**config.mk**
```make
export PLATFORM = sky130hd
export DESIGN_NAME = fetch_unit
export DESIGN_NICKNAME = d
export VERILOG_FILES = /design/src/rtl/fetch_unit.sv
export SDC_FILE = /design/constraint.sdc
export NUM_CORES = 1
export LEC_CHECK = 0
export BUFFER_PORTS_ARGS = -buffer_cell sky130_fd_sc_hd__buf_4
export CAP_MARGIN = 0
export CORE_MARGIN = 10
export CORE_UTILIZATION = 50
export CTS_BUF_LIST = sky130_fd_sc_hd__clkbuf_16
export DETAILED_ROUTE_END_ITERATION = 8
export PLACE_DENSITY = 0.8
export SETUP_SLACK_MARGIN = 0.2
export SLEW_MARGIN = 5
export SYNTH_ARGS = -nofsm -noshare
export SYNTH_HDL_FRONTEND = slang
export SYNTH_SLANG_ARGS = --single-unit
```
**constraint.sdc**
```tcl
create_clock -name clk -period 4.1 [get_ports clk]
set_input_delay 0.82 -clock clk [delete_from_list [all_inputs] [get_ports clk]]
set_output_delay 0.82 -clock clk [all_outputs]
set_load 0.02 [all_outputs]
```
**src/rtl/fetch_unit.sv**
```systemverilog
`default_nettype none
// ============================================================================
// Module      : fetch_unit
// Description : Instruction-fetch stage that owns the PC, drives a 1-cycle
//               synchronous instruction memory and hands one instruction per
//               cycle to decode, with a stall hold buffer and redirects.
// Revision    : 1.0 - initial release
// ============================================================================
module fetch_unit #(
    parameter int                       ADDRESS_WIDTH = 32,
    parameter int                       DATA_WIDTH    = 32,
    parameter logic [ADDRESS_WIDTH-1:0] RESET_VECTOR  = '0,
    parameter int                       INSTR_BYTES   = 4
) (
    input  logic                     clk,
    input  logic                     rst,
    input  logic                     stall,
    input  logic                     redirect_valid,
    input  logic                     redirect_sel,
    input  logic [ADDRESS_WIDTH-1:0] redirect_base,
    input  logic [ADDRESS_WIDTH-1:0] ImmOp,
    output logic [ADDRESS_WIDTH-1:0] imem_addr,
    input  logic [DATA_WIDTH-1:0]    imem_rdata,
    output logic [DATA_WIDTH-1:0]    instr,
    output logic [ADDRESS_WIDTH-1:0] instr_pc,
    output logic [ADDRESS_WIDTH-1:0] next_PC,
    output logic                     instr_valid,
    output logic                     redirect_misaligned
);

    localparam int                       C_ALIGN_BITS = $clog2(INSTR_BYTES);
    localparam logic [ADDRESS_WIDTH-1:0] C_STEP       = ADDRESS_WIDTH'(INSTR_BYTES);

    logic [ADDRESS_WIDTH-1:0] pc_q,         pc_d;
    logic [ADDRESS_WIDTH-1:0] d_pc_q,       d_pc_d;
    logic                     d_valid_q,    d_valid_d;
    logic                     hold_q,       hold_d;
    logic [DATA_WIDTH-1:0]    hold_instr_q, hold_instr_d;

    logic [ADDRESS_WIDTH-1:0] w_sum;
    logic [ADDRESS_WIDTH-1:0] w_target;
    logic                     w_target_unaligned;

    assign w_sum    = redirect_base + ImmOp;
    // Absolute jumps drop bit 0 of the computed address, as JALR does.
    assign w_target = redirect_sel ? {w_sum[ADDRESS_WIDTH-1:1], 1'b0} : w_sum;

    generate
        if (C_ALIGN_BITS > 0) begin : g_align_check
            assign w_target_unaligned = |w_target[C_ALIGN_BITS-1:0];
        end else begin : g_no_align_check
            assign w_target_unaligned = 1'b0;
        end
    endgenerate

    assign redirect_misaligned = redirect_valid && w_target_unaligned;

    assign imem_addr   = pc_q;
    assign instr       = hold_q ? hold_instr_q : imem_rdata;
    assign instr_pc    = d_pc_q;
    assign instr_valid = d_valid_q;
    assign next_PC     = d_pc_q + C_STEP;

    always_comb begin
        pc_d         = pc_q;
        d_pc_d       = d_pc_q;
        d_valid_d    = d_valid_q;
        hold_d       = hold_q;
        hold_instr_d = hold_instr_q;
        if (redirect_valid) begin
            pc_d      = w_target;
            d_valid_d = 1'b0;
            hold_d    = 1'b0;
        end else if (stall) begin
            // Memory keeps re-reading pc_q, so the word on imem_rdata is only
            // trustworthy in the first stalled cycle; capture it there.
            if (d_valid_q && !hold_q) begin
                hold_instr_d = imem_rdata;
                hold_d       = 1'b1;
            end
        end else begin
            d_pc_d    = pc_q;
            d_valid_d = 1'b1;
            pc_d      = pc_q + C_STEP;
            hold_d    = 1'b0;
        end
    end

    always_ff @(posedge clk) begin
        if (rst) begin
            pc_q         <= RESET_VECTOR;
            d_pc_q       <= RESET_VECTOR;
            d_valid_q    <= 1'b0;
            hold_q       <= 1'b0;
            hold_instr_q <= '0;
        end else begin
            pc_q         <= pc_d;
            d_pc_q       <= d_pc_d;
            d_valid_q    <= d_valid_d;
            hold_q       <= hold_d;
            hold_instr_q <= hold_instr_d;
        end
    end

endmodule
`default_nettype wire

```
==> results of run 1 <==
worst max-delay path by stage:
stage | start | endpoint
detailed placement | redirect_base[0] | imem_addr[30]$_SDFFE_PP0N_
CTS | instr_pc[4]$_SDFFE_PP0P_ | next_PC[27]
global placement | redirect_base[0] | imem_addr[30]$_SDFFE_PP0N_
finish | instr_pc[4]$_SDFFE_PP0P_ | next_PC[27]
floorplan | redirect_valid | redirect_misaligned
global route | instr_pc[4]$_SDFFE_PP0P_ | next_PC[23]
layout by cell type (no fill, tap or decap), drive strengths merged, types with 3 or more instances in the layout:
cell type / netlist / layout
a21o: 7 / 7
o31ai: 3 / 3
o211ai: 3 / 3
dfxtp: 98 / 98
and3: 11 / 11
or2: 4 / 4
inv: 21 / 23
o21ai: 17 / 17
clkbuf: 39 / 9
mux2: 32 / 32
and2: 4 / 4
o22ai: 5 / 5
o21bai: 5 / 5
xnor2: 53 / 53
nand2: 179 / 179
ha: 33 / 33
a211oi: 21 / 21
nor2b: 8 / 8
nand4: 16 / 16
nor2: 68 / 68
a31oi: 3 / 3
xor2: 25 / 25
nand3b: 3 / 3
nand3: 20 / 20
nand2b: 12 / 12
nor3: 17 / 17
clkinv: 0 / 3
a21oi: 107 / 107
buf: 8 / 234
or3: 4 / 4
nor4: 4 / 4
registers in the layout (all words and copies together) (netlist names):
name and count:
hold_instr_q 32, hold_q 1, instr_pc 32, instr_valid 1, imem_addr 32
layer usage:
metal,vias up,global-route usage,share of wire
li1,3396,-,-
met1,3043,0.277,0.46
met2,201,0.344,0.47
met3,24,0.0386,0.057
met4,0,0.0689,0.022
met5,-,0,0
power by group:
part | internal [mW] | total (mW) | switching (mW)
Combinational | 0.342 | 0.768 | 0.425
Clock | 0.472 | 0.839 | 0.367
Sequential | 1.00 | 1.08 | 0.0731
Total | 1.82 | 2.68 | 0.865
cells by family (layout without fill, tap and decap cells):
| logic type | count (synthesis) | in the layout |
|---|---|---|
| buffers and inverters | 68 | 271 |
| DFF | 98 | 98 |
| muxes | 34 | 34 |
| xor gates and xnor gates | 78 | 78 |
| adders and majority gates | 34 | 34 |
| and+or+nand+nor | 357 | 357 |
| AOI/OAI and AO/OA | 194 | 194 |
metrics by stage:
stage	hold slack (ns)	worst slack, ns	utilization	area (µm²)
after global placement	0.439	0.846	0.655	8340
after CTS	0.453	0.649	0.679	8630
final	0.451	0.657	0.679	8630
after detailed placement	0.444	0.817	0.655	8340
after floorplan	0.433	1.13	-	6560
after global routing	0.469	0.404	0.679	8630
final cells by class:
| type | count | area [µm²] | share of cell area |
|---|---|---|---|
| inverter | 21 | 78.8 | 0.00913 |
| sequential | 98 | 1960 | 0.227 |
| tap | 172 | 215 | 0.0249 |
| multi-input combinational | 697 | 4330 | 0.501 |
| clock inverter | 7 | 68.8 | 0.00797 |
| timing repair buffer | 234 | 1760 | 0.203 |
| clock buffer | 9 | 225 | 0.0261 |
worst register-to-register path, cell delays in order, from the launching register on:
cell and delay [ns]:
dfxtp_1 0.44, nand2_1 0.14, nor4_1 0.32, nand2_1 0.14, or3_4 0.43, nor3_1 0.22, xor2_1 0.11, a2111o_1 0.41
==> metrics.cfg, run 1 <==
[run_status]
status=finished, final reports clean

[synthesis]
ys_ff_latch=98
ys_async_sr_fraction=0
synth_top_area_frac=0.299
syn_nets=998
muxShareOfSynthArea=0.0580
synth_commonest_cells=179 x nand2_1, 107 x a21oi_1, 98 x dfxtp_1
synthAdderAreaFrac=0.0660
avgSynthCellArea_um2=7.60
synth_seq_area_share=0.299
synth-xor-area-share=0.104
syn_area_mm2=0.00656
ys.warnings.count=0
synth_top_family_by_area=simple AND/OR/NAND/NOR gates
synthCells=863
synth-compound-area-share=0.183
synth_area_leaders=dfxtp_1 30%, nand2_1 10%, a21oi_1 8.2%
synth_edf_count=0
yosys.area.top_type=dfxtp_1
synthSimpleGateAreaFrac=0.247
synth_cell_types=74
synth.most_common_cell=nand2_1
synth_top_flop_cell=dfxtp_1

[setup_path]
criticalPathCategory=register to output pin
critical_path_required_ns=3.28
reg2reg_setup_slack_ns=1.77
path_buf_inv=1
cp.depth=7
r2r_end=imem_addr[31]$_SDFFE_PP0N_
r2r_start=imem_addr[15]$_SDFFE_PP0N_
crit_family=simple AND/OR/NAND/NOR gates
end_kind=output pin
cp_max_fo=6
slowest_stage=nor3_1
ff2ff_path_depth=7
path_cells=and3_1 -> and2_1 -> nand4_1 -> nor3_1 -> nand3_1 -> xnor2_1 -> buf_4
crit_arrival_ns=2.62
max_stage_delay_ns=0.69
start_kind=register

[timing]
relSlewSlack=0.360
post-route-period-util=0.840
rsz0062_at_grt=false
setup_viol=0
finalHoldViolCount=0
tns_ns=0
period_minus_slack_ns=3.44
worst_pin_slew_ns=0.960
fin_skew_ns=0.00450
fmax_ghz=0.290
report.final.slew_viol_count=0

[cts]
tritoncts=done
post_cts_buffers=0
ctsLongestPathBuffers=2
cts_hold_buf=0
cts-htree-levels=3
clock_sinks=98
clk-insertion-delay-late_ns=0.34
path_clk_slew_ns=0.07
cts-buffers-inserted=9
cts-root-buf=clkbuf_16
post_cts_resized=0

[power_and_ir_drop]
ir_drop_mv=0.181
leakage_nw=3.63
p_total_mw=2.68
powerDensity_mw_per_mm2=311

[route]
route.vias.total=6664
drt_iter0_drc=414
wl_um=20100
route.detailed.wl_per_inst_um=16.2
drtPass1Iterations=5
ant_nets=0
drc=0
viasPerCell=5.38

[placement]
gp_congestion=0.939
dpl.cell_count=1222
dp_hpwl_um=15600
portBuffers=230

[floorplanning]
die_area_mm2=0.0181
rows=41
core_area_mm2=0.0127
initial_utilization=0.516
io_pins=231
die_width_um=135
fp.dieH_um=135

[global_route]
grt_max_degree=90
grt_pass1_vias=6387
grt_pass1_wl_um=32400
grtUsageTotal=0.212
grt_antenna_before_repair=0
overflow=0

[min_path]
hold_depth=2
worstHoldStart=hold_instr_q[18]$_SDFFE_PP0P_
hp-class=register to register
whs_endpoint=hold_instr_q[18]$_SDFFE_PP0P_

[finish]
nets=1196
area_delta_synth_final_pct=31.6
diodes=0
drive_gt1_frac=0.287
fillerInstances=1126
stdcell_count=1238

[run]
maxCapViolCount=0

Power figures use the tool's default switching activity.
==> run 2: changes to the inputs <==
--- a/config.mk
+++ b/config.mk
@@ -5,13 +5,14 @@
 export SDC_FILE = /design/constraint.sdc
 export NUM_CORES = 1
 export LEC_CHECK = 0
+export ABC_AREA = 1
 export BUFFER_PORTS_ARGS = -buffer_cell sky130_fd_sc_hd__buf_4
 export CAP_MARGIN = 0
 export CORE_MARGIN = 10
 export CORE_UTILIZATION = 50
 export CTS_BUF_LIST = sky130_fd_sc_hd__clkbuf_16
 export DETAILED_ROUTE_END_ITERATION = 8
-export PLACE_DENSITY = 0.8
+export PLACE_DENSITY = 0.78
 export SETUP_SLACK_MARGIN = 0.2
 export SLEW_MARGIN = 5
 export SYNTH_ARGS = -nofsm -noshare
==> constraint.sdc (replaced) <==
create_clock -name clk -period 3.2 [get_ports clk]
set_input_delay 0.64 -clock clk [delete_from_list [all_inputs] [get_ports clk]]
set_output_delay 0.64 -clock clk [all_outputs]
set_load 0.02 [all_outputs]
==> run 2 against run 1 <==
  * Via count grew 31%
  * Clock-buffer cell count is the same
  * Critical path type unchanged
  * Largest cell class unchanged
  * Sequential power grew 30%
==> metrics.cfg, run 2 <==
[setup_path]
startpoint=instr_pc[2]$_SDFFE_PP0P_
crit_family=simple AND/OR/NAND/NOR gates
start_kind=register
reg2reg_setup_slack_ns=1.01
r2r_start=imem_addr[3]$_SDFFE_PP0N_
end_kind=output pin
ff2ff_path_depth=14
max_stage_delay_ns=0.35
path_buf_inv=1
r2r_end=imem_addr[30]$_SDFFE_PP0N_
crit_path_end=next_PC[26]
criticalPathCategory=register to output pin
cp.depth=11
path_cells=ha_2 -> nand2_2 -> nor3b_4 -> nand2_4 -> nor2_4 -> nand2_2 -> nor2_4 -> nand3_4 -> nor2_1 -> xor2_1 -> buf_4
critical_path_required_ns=2.56
slowest_stage=dfxtp_2
cp_max_fo=4
crit_arrival_ns=2.27

[route]
drc=0
viasPerCell=5.26
wl_um=25000
drt_iter0_drc=561
route.vias.total=8724
ant_nets=0
route.detailed.wl_per_inst_um=15.1
drtPass1Iterations=5

[placement]
gp_congestion=0.954
dp_hpwl_um=19800
preCtsSetupSlack_ns=0.576
dpl.cell_count=1640
portBuffers=230

[finish]
nets=1606
layout_common_cells=364 x nand2_1, 241 x buf_4, 170 x nor2_1
fillerInstances=1384
area_delta_synth_final_pct=30.0
drive_gt1_frac=0.197
stdcell_count=1660
diodes=0
final_common_cell=nand2_1

[floorplanning]
io_pins=231
die_width_um=142
core_area_mm2=0.0146
fp.dieH_um=142
die_area_mm2=0.0202
rows=44
initial_utilization=0.513

[cts]
cts_hold_buf=0
path_clk_slew_ns=0.07
ctsLongestPathBuffers=2
cts-htree-levels=3
clock_sinks=98
cts-root-buf=clkbuf_16
cts-buffers-inserted=9
clk-insertion-delay-late_ns=0.35
tritoncts=done

[synthesis]
synth.most_common_cell=nand2_1
synth_cell_types=40
synth_top_area_frac=0.262
synth_edf_count=0
syn_nets=1394
ys_ff_latch=98
synth_seq_area_share=0.262
synth_top_flop_cell=dfxtp_1
synth_area_leaders=dfxtp_1 26%, nand2_1 18%, nor2_1 8.7%
ys.warnings.count=0
yosys.area.top_type=dfxtp_1
ys_async_sr_fraction=0
synthCells=1259
synth_commonest_cells=365 x nand2_1, 174 x nor2_1, 149 x inv_1
avgSynthCellArea_um2=5.94
syn_area_mm2=0.00748

[global_route]
grt_max_degree=59
grt_pass1_vias=8065
overflow=0
grt_antenna_before_repair=0
grtUsageTotal=0.238
grt_pass1_wl_um=40200

[timing]
tns_ns=0
relSlewSlack=0.313
worst_pin_slew_ns=1.03
report.final.slew_viol_count=0
post-route-period-util=0.910
rsz0062_at_grt=true
worst_slack_ns=0.288
period_minus_slack_ns=2.91
finalHoldViolCount=0
fin_skew_ns=0.00995
fmax_ghz=0.343
setup_viol=0

[run_status]
status=finished, final reports clean

[run]
maxCapViolCount=0

[power_and_ir_drop]
ir_drop_mv=0.300
powerDensity_mw_per_mm2=379
leakage_nw=5.04

[min_path]
hp-class=register to register

## run 2: cell count changes after synthesis, moves of 8 or more
cell      delta
a21oi_1     -26
nor2_1     +108
and3_1       -9
inv_1      +128
a211oi_1    -16
nand2_1    +186
nand3_1     +53
xnor2_1     -43
mux2_2      -32
o21ai_0     +94
clkbuf_1    -12
nand4_1      +8
nand2b_1    -12
nor2b_1      -8
## run 2: kinds of logic after synthesis
family	synth area share
DFF	0.262
AOI/OAI and AO/OA	0.152
buffers and inverters	0.0977
xor gates and xnor gates	0.0422
adders and majority gates	0.0579
and+or+nand+nor	0.388
## run 2: what timing repair did
item / in CTS / in global routing
gates cloned: 0 / 0
gates resized for setup: 2 / 8
pin swaps: 1 / 3
setup buffers: 0 / 4
endpoints found under the setup margin: 2 / 5
## run 2: metal layers
metal | up-vias | share of wire | wire length [µm] | global-route usage
met5 | - | 0 | 0 | 0
met4 | 0 | 0.030 | 753 | 0.105
met3 | 44 | 0.073 | 1830 | 0.0370
met2 | 319 | 0.45 | 11200 | 0.373
met1 | 3870 | 0.45 | 11200 | 0.315
li1 | 4491 | - | - | -
## run 2: final cells by class
| class | instances | area [µm²] | area share |
|---|---|---|---|
| Clock buffer | 9 | 225 | 0.0232 |
| Clock inverter | 7 | 93.8 | 0.00966 |
| Inverter | 149 | 559 | 0.0576 |
| Multi-Input combinational cell | 971 | 4810 | 0.495 |
| Sequential cell | 98 | 1970 | 0.202 |
| Tap cell | 184 | 230 | 0.0237 |
| Timing Repair Buffer | 242 | 1830 | 0.188 |
## run 2: per-stage QoR
step | hold slack [ns] | area, µm² | power [mW] | utilization
after floorplan | 0.478 | 7480 | 2.07 | -
after global placement | 0.467 | 9340 | 2.53 | 0.640
after detailed placement | 0.475 | 9340 | 2.55 | 0.640
after CTS | 0.483 | 9660 | 3.70 | 0.662
after global routing | 0.504 | 9720 | 3.88 | 0.666
final | 0.481 | 9720 | 3.68 | 0.666
## run 2: how the worst min path moves through the flow
stage                                             start                       endpoint  cells past startpoint
after floorplan           hold_instr_q[25]$_SDFFE_PP0P_  hold_instr_q[25]$_SDFFE_PP0P_                      2
after global placement         instr_pc[0]$_SDFFE_PP0P_       instr_pc[0]$_SDFFE_PP0P_                      2
after detailed placement       instr_pc[0]$_SDFFE_PP0P_       instr_pc[0]$_SDFFE_PP0P_                      2
after CTS                      instr_pc[0]$_SDFFE_PP0P_       instr_pc[0]$_SDFFE_PP0P_                      2
after global routing          imem_addr[0]$_SDFFE_PP0P_      imem_addr[0]$_SDFFE_PP0P_                      2
final                          instr_pc[0]$_SDFFE_PP0P_       instr_pc[0]$_SDFFE_PP0P_                      2
## run 2: tightest hold or removal path: cells and delay by family (launching register included)
family           cells  cell delay [ns]
AND/OR/NAND/NOR      1             0.06
flip-flops           1             0.32
AO/OA/AOI/OAI        1             0.05
## run 2: power by group
part	internal (mW)	leakage, nW	switching (mW)
Clock	0.685	0.159	0.462
Sequential	1.30	0.806	0.105
Combinational	0.450	4.08	0.685
